<file path="src/rtl/cr_cddip_sa_sched_pkg.sv">
// Shared types for the SA snapshot/readout scheduler: FSM states, output record layout, widths.
package cr_cddip_sa_sched_pkg;

    localparam int SA_SCHED_OVR_W = 16;
    localparam int SA_SCHED_IDX_W = 6;
    localparam int SA_SCHED_CNT_W = 50;

    typedef enum logic [2:0] {
        IDLE  = 3'd0,
        SNAP  = 3'd1,
        WAIT  = 3'd2,
        FETCH = 3'd3,
        CAPT  = 3'd4,
        HOLD  = 3'd5
    } sa_sched_state_e;

    typedef struct packed {
        logic [SA_SCHED_IDX_W-1:0] idx;
        logic [7:0]                rsvd;
        logic [SA_SCHED_CNT_W-1:0] count;
    } sa_sched_rec_t;

    function automatic logic [SA_SCHED_OVR_W-1:0] sat_inc(input logic [SA_SCHED_OVR_W-1:0] v);
        return (v == {SA_SCHED_OVR_W{1'b1}}) ? v : v + SA_SCHED_OVR_W'(1);
    endfunction

endpackage

</file>
<file path="src/rtl/cr_cddip_sa_sched_tmr.sv">
// Period timer: tmr_hit_o is combinational, high on the last cycle of each period; no backpressure.
// The period is sampled at the start of every interval so a mid-interval change lands at the next reload.
module cr_cddip_sa_sched_tmr #(
    parameter int TMR_W = 32
) (
    input  logic             clk,
    input  logic             rst_n,
    input  logic             cfg_enable_i,
    input  logic [TMR_W-1:0] cfg_period_i,
    output logic             tmr_hit_o
);

    localparam logic [TMR_W-1:0] ONE = TMR_W'(1);

    logic [TMR_W-1:0] cnt_q, cnt_d;
    logic [TMR_W-1:0] per_q, per_d;
    logic [TMR_W-1:0] per_eff;
    logic             run;

    always_comb begin
        run       = cfg_enable_i && (cfg_period_i != '0);
        per_eff   = (cnt_q == '0) ? cfg_period_i : per_q;
        tmr_hit_o = run && (cnt_q == per_eff - ONE);
        per_d     = per_eff;
        cnt_d     = '0;
        if (run && !tmr_hit_o) begin
            cnt_d = cnt_q + ONE;
        end
    end

    always_ff @(posedge clk or negedge rst_n) begin
        if (!rst_n) begin
            cnt_q <= '0;
            per_q <= '0;
        end else begin
            cnt_q <= cnt_d;
            per_q <= per_d;
        end
    end

endmodule

</file>
<file path="src/rtl/cr_cddip_sa_sched.sv">
// SA snapshot scheduler: merges timer/software triggers into sa_snap, then streams N_CNTR records,
// first out_valid SNAP_WAIT+2 cycles after sa_snap, one per 3 cycles; holds record until out_ready.
// Optional CR_CDDIP_SA_SCHED_CLEAR_EN: sa_clear_live pulses with sa_snap (read-and-clear mode).
module cr_cddip_sa_sched
    import cr_cddip_sa_sched_pkg::*;
#(
    parameter int N_CNTR    = 64,
    parameter int CNT_W     = 50,
    parameter int SNAP_WAIT = 2,
    parameter int TMR_W     = 32
) (
    input  logic                      clk,
    input  logic                      rst_n,
    input  logic                      cfg_enable,
    input  logic [TMR_W-1:0]          cfg_period,
    input  logic                      sw_snap_req,
    output logic                      sa_snap,
    output logic                      sa_clear_live,
    output logic [SA_SCHED_IDX_W-1:0] snap_rd_idx,
    input  logic [CNT_W-1:0]          snap_rd_data,
    output logic                      out_valid,
    input  logic                      out_ready,
    output logic [63:0]               out_data,
    output logic                      out_last,
    output logic                      busy,
    output logic [SA_SCHED_OVR_W-1:0] overrun_cnt
);

    localparam int WAIT_W = (SNAP_WAIT > 1) ? $clog2(SNAP_WAIT) : 1;
    localparam logic [SA_SCHED_IDX_W-1:0] LAST_IDX = SA_SCHED_IDX_W'(N_CNTR - 1);

    sa_sched_state_e           state_q, state_d;
    logic                      pending_q, pending_d;
    logic [SA_SCHED_OVR_W-1:0] ovr_q, ovr_d;
    logic [WAIT_W-1:0]         wait_q, wait_d;
    logic [SA_SCHED_IDX_W-1:0] idx_q, idx_d;
    logic [SA_SCHED_IDX_W-1:0] rd_idx_q, rd_idx_d;
    sa_sched_rec_t             rec_q, rec_d;
    logic                      vld_q, vld_d;
    logic                      last_q, last_d;
    logic                      tmr_hit;
    logic                      trig;

    cr_cddip_sa_sched_tmr #(.TMR_W(TMR_W)) u_tmr (
        .clk          (clk),
        .rst_n        (rst_n),
        .cfg_enable_i (cfg_enable),
        .cfg_period_i (cfg_period),
        .tmr_hit_o    (tmr_hit)
    );

    always_comb begin
        trig      = tmr_hit | sw_snap_req;
        state_d   = state_q;
        pending_d = pending_q;
        ovr_d     = ovr_q;
        wait_d    = wait_q;
        idx_d     = idx_q;
        rd_idx_d  = rd_idx_q;
        rec_d     = rec_q;
        vld_d     = vld_q;
        last_d    = last_q;

        // Launching consumes pending; a trigger in that same cycle simply re-arms it.
        if (state_q == IDLE && pending_q) begin
            pending_d = trig;
        end else if (trig) begin
            if (pending_q) ovr_d = sat_inc(ovr_q);
            else           pending_d = 1'b1;
        end

        case (state_q)
            IDLE: begin
                if (pending_q) state_d = SNAP;
            end
            SNAP: begin
                idx_d   = '0;
                wait_d  = WAIT_W'(SNAP_WAIT - 1);
                state_d = (SNAP_WAIT > 1) ? WAIT : FETCH;
            end
            WAIT: begin
                if (wait_q <= WAIT_W'(1)) state_d = FETCH;
                else                      wait_d  = wait_q - WAIT_W'(1);
            end
            FETCH: begin
                rd_idx_d = idx_q;
                state_d  = CAPT;
            end
            CAPT: begin
                rec_d.idx   = idx_q;
                rec_d.rsvd  = 8'h00;
                rec_d.count = SA_SCHED_CNT_W'(snap_rd_data);
                vld_d       = 1'b1;
                last_d      = (idx_q == LAST_IDX);
                state_d     = HOLD;
            end
            HOLD: begin
                if (out_ready) begin
                    vld_d  = 1'b0;
                    last_d = 1'b0;
                    if (last_q) begin
                        state_d = IDLE;
                    end else begin
                        idx_d   = idx_q + SA_SCHED_IDX_W'(1);
                        state_d = FETCH;
                    end
                end
            end
            default: state_d = IDLE;
        endcase
    end

    always_ff @(posedge clk or negedge rst_n) begin
        if (!rst_n) begin
            state_q   <= IDLE;
            pending_q <= 1'b0;
            ovr_q     <= '0;
            wait_q    <= '0;
            idx_q     <= '0;
            rd_idx_q  <= '0;
            rec_q     <= '0;
            vld_q     <= 1'b0;
            last_q    <= 1'b0;
        end else begin
            state_q   <= state_d;
            pending_q <= pending_d;
            ovr_q     <= ovr_d;
            wait_q    <= wait_d;
            idx_q     <= idx_d;
            rd_idx_q  <= rd_idx_d;
            rec_q     <= rec_d;
            vld_q     <= vld_d;
            last_q    <= last_d;
        end
    end

    // Index is presented combinationally in FETCH so the array read lands in CAPT.
    assign snap_rd_idx = (state_q == FETCH) ? idx_q : rd_idx_q;
    assign sa_snap     = (state_q == SNAP);
    assign busy        = (state_q != IDLE);
    assign out_valid   = vld_q;
    assign out_data    = rec_q;
    assign out_last    = last_q;
    assign overrun_cnt = ovr_q;

`ifdef CR_CDDIP_SA_SCHED_CLEAR_EN
    assign sa_clear_live = (state_q == SNAP);
`else
    assign sa_clear_live = 1'b0;
`endif

endmodule

</file>
<file path="config.mk">
export PLATFORM = sky130hd
export DESIGN_NAME = cr_cddip_sa_sched
export DESIGN_NICKNAME = d
export VERILOG_FILES = /design/src/rtl/cr_cddip_sa_sched_pkg.sv /design/src/rtl/cr_cddip_sa_sched_tmr.sv /design/src/rtl/cr_cddip_sa_sched.sv
export SDC_FILE = /design/constraint.sdc
export NUM_CORES = 1
export LEC_CHECK = 0
export ABC_AREA = 1
export ABC_CLOCK_PERIOD_IN_PS = 3000
export CAP_MARGIN = 0
export CORE_ASPECT_RATIO = 1.5
export CORE_UTILIZATION = 36
export DETAILED_ROUTE_END_ITERATION = 10
export PLACE_DENSITY = 0.7
export SLEW_MARGIN = 20
export SYNTH_ARGS = -nofsm -noshare
export SYNTH_HDL_FRONTEND = slang
export SYNTH_SLANG_ARGS = --single-unit
</file>
<file path="constraint.sdc">
create_clock -name clk -period 3 [get_ports clk]
set_input_delay 0.3 -clock clk [delete_from_list [all_inputs] [get_ports clk]]
set_output_delay 0.3 -clock clk [all_outputs]
set_load 0.01 [all_outputs]
</file>
==> flow_summary_export.csv, run 1 <==
group,metric,value,unit
status,status,"complete, but fails checks",
status,violations,"negative setup slack",
critical_path,worstSetupStartpointType,"register",
logic_synthesis,postSynthAreaPerCell,7.06,sq um
timing,min_period_over_period,118,%
floorplanning,initial_core_util,36.7,%
logic_synthesis,async_flop_share,100,%
job,cap_viol_max_count,0,
timing,setup_slack,-0.543,ns
route,wl_per_cell,14.3,microns
grt,grt_max_degree,85,
critical_path,slowest_stage,"dfrtp_1",
timing,tightestPinTransition,1.02,ns
power_and_ir_drop,total_power,8.93,mW
place,hpwlAfterDp,19900,microns
clock_network,cts.clk_slew.worst_paths,0.07,ns
cells_and_area,utilization,54.9,%
clock_network,cts_buffers,17,
logic_synthesis,synth_edf_count,0,
critical_path,required,3.37,ns
timing,rsz0062_at_grt,"yes",
floorplanning,coreArea,24400,sq um
route,num_vias,9163,
logic_synthesis,synthDistinctLibCells,39,
route,remaining_drc_errors,0,
grt,grt_pass1_vias,9336,
grt,antenna_found_initial,0,
place,dpl-instance-area,12100,sq um
floorplanning,die_w,131,microns
timing,min_period,3.54,ns
floorplanning,die_area,25600,sq um
floorplanning,ioPinCount,178,
clock_network,cts.sinks,154,
route,drt-initial-drc-count,363,
critical_path,crit_buf_inv,7,
power_and_ir_drop,irDropWorstVdd,0.594,mV
timing,skew,0.00881,ns
route,drt_first_pass_iters,5,
cells_and_area,final_cell_mix,"441 x nand2_1, 167 x clkdlybuf4s50_1, 161 x buf_4",
logic_synthesis,ys_ff_latch,154,
timing,drv_slew,0,
power_and_ir_drop,power_density,665,nW/um^2
cells_and_area,layout-drive-gt1-share,20.7,%
timing,fmax,0.282,GHz
logic_synthesis,synth_area,8970,sq um
critical_path,end_kind,"register",
grt,grt_pass1_wl,44300,microns
route,avgViaCountPerCell,4.73,
clock_network,cts_tree,"yes",
timing,finalSetupViolCount,49,
place,place_congestion,0.904,
cells_and_area,nets,1694,
timing,slew_headroom,31.7,%
hold_path,hold_class,"primary input to register",
power_and_ir_drop,p_leak,6.59,nW
place,io_buffers,168,
route,drt_wl_total,27800,microns
cells_and_area,final_area,13400,sq um
logic_synthesis,synth-main-ff-cell,"dfrtp_1",
grt,gr-usage-all-layers,22.4,%
floorplanning,die_y,195,microns
cells_and_area,final_common_cell,"nand2_1",
critical_path,worst_ep_arrival_time,3.91,ns
cells_and_area,synthToLayoutAreaGrowth,49.6,%
critical_path,critPathKind,"register to register",
grt,grt-ovfl-total,0,
clock_network,clkLatencyLatePin,0.44,ns
floorplanning,placementRows,70,
route,ant_nets,0,
logic_synthesis,yosys_warnings,0,
clock_network,cts_root_buffer,"clkbuf_16",
critical_path,critical-path-max-stage-delay,0.39,ns
clock_network,cts_buffer_depth,2,
critical_path,crit_fanout,8,
clock_network,cts_htree_levels,4,
cells_and_area,diodes,0,
logic_synthesis,synth_cells,1270,
timing,hold_viol,0,
critical_path,cpLargestDelayFamily,"simple AND/OR/NAND/NOR gates",
logic_synthesis,ys_seq_area_share,43.0,%
cell families (layout without fill, tap and decap cells):
group	after synthesis	after routing	share of synthesized area (%)
AO/OA/AOI/OAI	95	95	5.87
buffers and inverters	186	522	8.83
flip-flops	154	154	43.0
AND/OR/NAND/NOR	775	776	36.3
adder cells (fa/ha/maj)	5	5	0.697
other	1	9	0.0418
XOR/XNOR	54	54	5.27
worst paths after layout:
check	startpoint	endpoint	slack, ns	cells past startpoint
hold / removal	snap_rd_data[48]	out_data[48]$_DFFE_PN0P_	0.39	3
min in group asynchronous	rst_n	overrun_cnt[15]$_DFFE_PN0P_	0.49	2
hold reg to reg	out_data[18]$_DFFE_PN0P_	out_data[18]$_DFFE_PN0P_	0.48	2
setup / recovery	u_tmr.cnt_q[0]$_DFF_PN0_	overrun_cnt[10]$_DFFE_PN0P_	-0.54	28
setup reg to reg	u_tmr.cnt_q[0]$_DFF_PN0_	overrun_cnt[10]$_DFFE_PN0P_	-0.54	28
max in group asynchronous	rst_n	out_data[32]$_DFFE_PN0P_	1.71	3
metrics by stage:
stage	TNS [ns]	setup WS (ns)	instances	hold WS, ns
6_report	-24.86	-0.543	1939	0.392
5_1_grt	-36.29	-0.805	1939	0.393
4_1_cts	-20.72	-0.516	1927	0.378
3_5_place_dp	-23.01	-0.610	1874	0.418
3_3_place_gp	-21.41	-0.548	1874	0.408
2_1_floorplan	-0.696	-0.0701	1278	0.00441
synth_stat cells, types with 2 or more instances:
library cell,instances,share of area (%)
clkinv_1,2,0.084
o21bai_1,10,0.84
nand3_1,72,4.0
nand2_4,3,0.38
nor3_1,21,1.2
nor2_2,17,1.2
nand4_1,13,0.91
inv_1,140,5.9
inv_2,3,0.13
clkbuf_1,18,0.75
nor2_1,124,5.2
nor2_4,6,0.75
a31oi_1,2,0.14
buf_4,11,0.92
xnor2_1,5,0.49
o21ai_2,2,0.20
ha_1,5,0.70
nor4_1,10,0.70
a21oi_1,14,0.78
dfrtp_1,154,43
o21ai_0,49,2.7
nand2_2,6,0.42
nand2_1,489,20
buf_6,6,0.75
nor3b_1,8,0.67
xor2_1,49,4.8
buf_2,6,0.33
o21ai_1,14,0.78
flip-flops by register name, summed over array words and instances (netlist names):
name / count
idx_q: 6
out_valid: 1
u_tmr.per_q: 32
rd_idx_q: 6
overrun_cnt: 16
out_data: 56
u_tmr.cnt_q: 32
state_q: 3
pending_q: 1
out_last: 1
layer usage:
metal / routed length [microns] / part of all wire, % / track usage (%)
met5: 0 / 0 / 0
met4: 1410 / 5.1 / 12.7
met3: 1850 / 6.6 / 6.49
met2: 14100 / 51 / 38.6
met1: 10500 / 38 / 24.1
power by group:
| part | internal (mW) | leakage [nW] | total, mW | switching (mW) |
|---|---|---|---|---|
| Clock | 1.34 | 0.293 | 2.27 | 0.924 |
| Sequential | 2.63 | 1.97 | 2.98 | 0.354 |
| Combinational | 1.76 | 4.33 | 3.68 | 1.92 |
| Total | 5.73 | 6.59 | 8.93 | 3.20 |
repair_timing:
action	in CTS	in global routing
hold endpoints to repair	82	0
cloned	4	3
pin swaps	16	39
hold buffers	1	0
buffers inserted	16	10
setup endpoints to repair	49	49
resized for setup	50	58
layout make-up:
| cell class | instances | area, sq um |
|---|---|---|
| clock buffers | 20 | 447 |
| clock inverters | 12 | 165 |
| fillers | 2228 | 11000 |
| inverters | 145 | 544 |
| multi-input cells | 939 | 4830 |
| flip-flops and latches | 154 | 3850 |
| well taps | 324 | 405 |
| repair buffers | 345 | 3180 |
worst reg2reg max path, delay by kind of cell, from the launching register on:
kind / cells / cell delay [ns]
simple gates: 20 / 2.18
fa+ha+maj: 1 / 0.19
flops: 1 / 0.39
buf+inv: 7 / 0.72
Note: power is estimated with default switching activity, not from simulation.
==> run 2, diff against run 1 <==
--- a/config.mk
+++ b/config.mk
@@ -8,7 +8,7 @@
 export ABC_AREA = 1
 export ABC_CLOCK_PERIOD_IN_PS = 3000
 export CAP_MARGIN = 0
-export CORE_ASPECT_RATIO = 1.5
+export CORE_ASPECT_RATIO = 0.8
 export CORE_UTILIZATION = 36
 export DETAILED_ROUTE_END_ITERATION = 10
 export PLACE_DENSITY = 0.7
==> run 2 against run 1 <==
  * Non-clock buffer count fell by 26
  * Sequential power barely moved
  * Via count rose by 0.82%
  * Sequential cell count did not move
  * Critical endpoint is now overrun_cnt[12]$_DFFE_PN0P_
  * First-iteration DRC count rose by 130%
  * Combinational power barely moved
  * Clock skew rose by 0.010 ns
  * Global-route usage fell by 1.2 points
  * Critical path depth fell by 1
  * Utilization fell by 0.76 points
  * The flow still finishes with violations (negative setup slack)
==> flow_summary_export.csv, run 2 (synthesis gave the netlist of run 1 again) <==
group,metric,value,unit
clock_network,cts_buffers,17,
job,cap_viol_max_count,0,
timing,setup_slack,-0.476,ns
floorplanning,coreArea,24400,sq um
timing,worst_hold_slack,0.401,ns
cells_and_area,final_cell_count_no_fill,1906,
critical_path,path_common_cell,"nand2_1",
route,remaining_drc_errors,0,
clock_network,cts.sinks,154,
power_and_ir_drop,p_leak,6.42,nW
route,drt_first_pass_iters,8,
route,drt_wl_total,28400,microns
timing,skew,0.0193,ns
critical_path,crit_fanout,9,
timing,tightestPinTransition,1.40,ns
clock_network,cts.clk_slew.worst_paths,0.07,ns
power_and_ir_drop,power_density,659,nW/um^2
clock_network,cts_htree_levels,4,
floorplanning,ioPinCount,178,
timing,min_period,3.48,ns
cells_and_area,nets,1668,
timing,hold_viol,0,
cells_and_area,largest_register_ff_count,56,
critical_path,worst_ep_arrival_time,3.84,ns
cells_and_area,layout-drive-gt1-share,20.2,%
grt,antenna_found_initial,0,
status,violations,"negative setup slack",
clock_network,cts_root_buffer,"clkbuf_16",
floorplanning,die_y,143,microns
grt,grt_max_degree,71,
floorplanning,initial_core_util,36.8,%
timing,tns,-20.18,ns
critical_path,end_kind,"register",
route,ant_nets,0,
clock_network,cts_buffer_depth,2,
place,hpwlAfterDp,20300,microns
power_and_ir_drop,total_power,8.70,mW
timing,drv_slew,0,
critical_path,timing.rr.start,"u_tmr.cnt_q[0]$_DFF_PN0_",
critical_path,cpLargestDelayFamily,"simple AND/OR/NAND/NOR gates",
place,io_buffers,168,
timing,finalSetupViolCount,49,
critical_path,required,3.37,ns
critical_path,critPathKind,"register to register",
place,place_inst,1848,
place,place_worst_setup_slack,-0.450,ns
route,num_vias,9238,
cells_and_area,final_cell_mix,"455 x nand2_1, 167 x clkdlybuf4s50_1, 154 x dfrtp_1",
cells_and_area,synthToLayoutAreaGrowth,47.2,%
route,wl_per_cell,14.9,microns
route,drt-initial-drc-count,819,
place,place_congestion,0.922,
critical_path,cp-startpoint,"u_tmr.cnt_q[0]$_DFF_PN0_",
floorplanning,die_w,179,microns
cells_and_area,final_area,13200,sq um
hold_path,hold_path.startpoint,"snap_rd_data[38]",
timing,fmax,0.288,GHz
cells_and_area,utilization,54.2,%
grt,gr-usage-all-layers,21.3,%
critical_path,rrSetupSlack,-0.48,ns
floorplanning,die_area,25600,sq um
clock_network,clkLatencyLatePin,0.43,ns
status,status,"complete, but fails checks",
hold_path,hold_class,"primary input to register",
grt,grt_pass1_vias,8445,
timing,min_period_over_period,116,%
grt,grt_pass1_wl,42800,microns
cells_and_area,final_common_cell,"nand2_1",
grt,grt-ovfl-total,0,
place,dpl-instance-area,11900,sq um
clock_network,cts_tree,"yes",
timing,slew_headroom,6.68,%
critical_path,critical-path-max-stage-delay,0.39,ns
floorplanning,placementRows,51,
critical_path,slowest_stage,"dfrtp_1",
power_and_ir_drop,irDropWorstVdd,0.346,mV
critical_path,crit_buf_inv,8,
route,avgViaCountPerCell,4.85,
critical_path,worstSetupStartpointType,"register",
timing,rsz0062_at_grt,"yes",
cells_and_area,diodes,0,
run 2: final timing paths:
path                       cells past startpoint                     endpoint
min in group asynchronous                      2     u_tmr.cnt_q[4]$_DFF_PN0_
min reg2reg                                    2     out_data[34]$_DFFE_PN0P_
max in group asynchronous                      3     out_data[35]$_DFFE_PN0P_
max                                           27  overrun_cnt[12]$_DFFE_PN0P_
min                                            3     out_data[38]$_DFFE_PN0P_
max reg2reg                                   27  overrun_cnt[12]$_DFFE_PN0P_
run 2: worst min-delay path: stages:
cell             delay [ns]
clkdlybuf4s50_1        0.39
nand2_1                0.06
nand2_1                0.04
run 2: layer usage:
layer / share of wire (%) / track usage (%)
met1: 47 / 31.7
met2: 45 / 32.0
met3: 6.4 / 2.98
met4: 1.6 / 5.22
met5: 0 / 0
run 2: cell type report:
class,instances,area (sq um)
Fill cell,2232,11200
Multi-Input combinational cell,939,4860
Sequential cell,154,3850
Timing Repair Buffer,319,3000
Inverter,145,546
Clock buffer,17,425
Tap cell,318,398
Clock inverter,14,125
run 2: what timing repair did:
action | CTS | global route
hold buffers | 1 | 0
resized for setup | 13 | 99
cloned | 1 | 6
hold endpoints to repair | 68 | 0
setup buffers | 6 | 14
pin swaps | 13 | 54
endpoints found under the setup margin | 49 | 49
run 2: report_power, final:
group	switching [mW]	internal (mW)	total (mW)
logic	1.95	1.71	3.66
registers	0.336	2.63	2.96
clock network	0.986	1.09	2.07
==> run 3, diff against run 2 <==
--- a/config.mk
+++ b/config.mk
@@ -12,7 +12,9 @@
 export CORE_UTILIZATION = 36
 export DETAILED_ROUTE_END_ITERATION = 10
 export PLACE_DENSITY = 0.7
+export SETUP_SLACK_MARGIN = 0.02
 export SLEW_MARGIN = 20
 export SYNTH_ARGS = -nofsm -noshare
 export SYNTH_HDL_FRONTEND = slang
 export SYNTH_SLANG_ARGS = --single-unit
+export TNS_END_PERCENT = 50
==> run 3 against run 2 <==
  * The flow still finishes with violations (negative setup slack)
  * Clock skew about the same
  * Fmax grew 0.40%
  * Critical path depth is the same
  * Largest power group unchanged
==> flow_summary_export.csv, run 3 (synthesis gave the netlist of run 1 again) <==
group,metric,value,unit
clock_network,cts.clk_slew.worst_paths,0.07,ns
clock_network,cts.sinks,154,
floorplanning,die_w,179,microns
timing,tightestPinTransition,1.40,ns
status,violations,"negative setup slack",
clock_network,cts_htree_levels,4,
clock_network,clkLatencyLatePin,0.43,ns
timing,setup_slack,-0.462,ns
place,hpwlAfterDp,20300,microns
power_and_ir_drop,p_int,5.43,mW
power_and_ir_drop,irDropWorstVdd,0.347,mV
clock_network,cts_tree,"yes",
critical_path,path_common_cell,"nand2_1",
cells_and_area,diodes,0,
floorplanning,initial_core_util,36.8,%
critical_path,crit_buf_inv,8,
route,wl_per_cell,14.9,microns
route,ant_nets,0,
critical_path,required,3.37,ns
cells_and_area,synthToLayoutAreaGrowth,47.1,%
power_and_ir_drop,p_leak,6.42,nW
timing,hold_viol,0,
grt,gr-usage-all-layers,21.3,%
clock_network,cts_root_buffer,"clkbuf_16",
timing,tns,-19.72,ns
cells_and_area,layout-drive-gt1-share,20.2,%
critical_path,worstSetupStartpointType,"register",
critical_path,critical-path-max-stage-delay,0.39,ns
timing,rsz0062_at_grt,"yes",
power_and_ir_drop,seq_power_share,34.1,%
critical_path,crit_fanout,9,
floorplanning,die_y,143,microns
critical_path,cpLargestDelayFamily,"simple AND/OR/NAND/NOR gates",
floorplanning,ioPinCount,178,
grt,grt_max_degree,71,
power_and_ir_drop,total_power,8.70,mW
floorplanning,coreArea,24400,sq um
timing,worst_hold_slack,0.402,ns
floorplanning,die_area,25600,sq um
job,cap_viol_max_count,0,
power_and_ir_drop,combPwrFrac,42.1,%
cells_and_area,utilization,54.2,%
cells_and_area,final_cell_mix,"455 x nand2_1, 167 x clkdlybuf4s50_1, 154 x dfrtp_1",
power_and_ir_drop,switchingPower,3.27,mW
route,remaining_drc_errors,0,
route,drt-initial-drc-count,857,
timing,fmax,0.289,GHz
critical_path,end_kind,"register",
grt,grt_pass1_vias,8442,
cells_and_area,largest_register_ff_count,56,
cells_and_area,nets,1668,
route,num_vias,9185,
grt,antenna_found_initial,0,
critical_path,slowest_stage,"dfrtp_1",
clock_network,cts_buffers,17,
timing,slew_headroom,6.68,%
grt,grt_pass1_wl,42800,microns
status,status,"complete, but fails checks",
power_and_ir_drop,power_density,659,nW/um^2
timing,min_period_over_period,115,%
floorplanning,placementRows,51,
hold_path,hold_class,"primary input to register",
critical_path,critPathKind,"register to register",
power_and_ir_drop,sw_frac_of_total,37.6,%
grt,grt-ovfl-total,0,
place,io_buffers,168,
place,place_inst,1848,
route,drt_wl_total,28400,microns
route,drt_first_pass_iters,5,
timing,skew,0.0189,ns
route,avgViaCountPerCell,4.82,
timing,min_period,3.46,ns
timing,finalSetupViolCount,49,
cells_and_area,final_common_cell,"nand2_1",
timing,drv_slew,0,
clock_network,cts_buffer_depth,2,
power_and_ir_drop,power.share.clock,23.8,%
critical_path,worst_ep_arrival_time,3.83,ns
cells_and_area,final_cell_count_no_fill,1906,
place,place_congestion,0.922,
## run 3: timing repair
item,4_1_cts,5_1_grt
hold buffers,1,0
setup buffers,6,14
setup endpoints to repair,49,49
pin swaps,13,54
endpoints found under the hold margin,68,0
gates resized for setup,13,98
cloned,1,6
## run 3: worst paths after layout
path,startpoint,to,slack [ns],cells after the start
setup / recovery,u_tmr.cnt_q[0]$_DFF_PN0_,overrun_cnt[12]$_DFFE_PN0P_,-0.46,27
hold / removal,snap_rd_data[38],out_data[38]$_DFFE_PN0P_,0.40,3
setup reg to reg,u_tmr.cnt_q[0]$_DFF_PN0_,overrun_cnt[12]$_DFFE_PN0P_,-0.46,27
hold reg to reg,out_data[24]$_DFFE_PN0P_,out_data[24]$_DFFE_PN0P_,0.48,2
max in group asynchronous,rst_n,out_data[35]$_DFFE_PN0P_,1.78,3
min in group asynchronous,rst_n,u_tmr.cnt_q[4]$_DFF_PN0_,0.44,2
## run 3: area by class of cell
cell class,instances,area [sq um]
clock buffer,17,425
clock inverter,14,125
fill,2231,11200
inverter,145,546
multi-input combinational,939,4860
sequential,154,3850
tap,318,398
timing repair buffer,319,2990
## run 3: per-stage QoR
stage               area, sq um  setup WS, ns
floorplan                  9080       -0.0701
global placement          11900        -0.397
detailed placement        11900        -0.450
CTS                       12600        -0.433
global route              13200        -0.655
finish                    13200        -0.462
## run 3: layer usage
metal	up-vias	wire length, microns	track usage [%]
li1	4533	-	-
met1	4294	13200	31.7
met2	323	12900	32.0
met3	35	1900	2.98
met4	0	435	5.22
met5	-	0	0
## run 3: worst min-delay path: stages
cell,delay [ns]
clkdlybuf4s50_1,0.39
nand2_1,0.06
nand2_1,0.04
## run 3: power by group through the flow
| stage | Clock [mW] | Combinational [mW] | Sequential [mW] |
|---|---|---|---|
| floorplan | 0 | 1.49 | 3.13 |
| global placement | 0 | 3.32 | 2.96 |
| detailed placement | 0 | 3.36 | 2.98 |
| CTS | 2.12 | 3.45 | 2.95 |
| global route | 2.20 | 3.99 | 3.03 |
| finish | 2.07 | 3.66 | 2.96 |
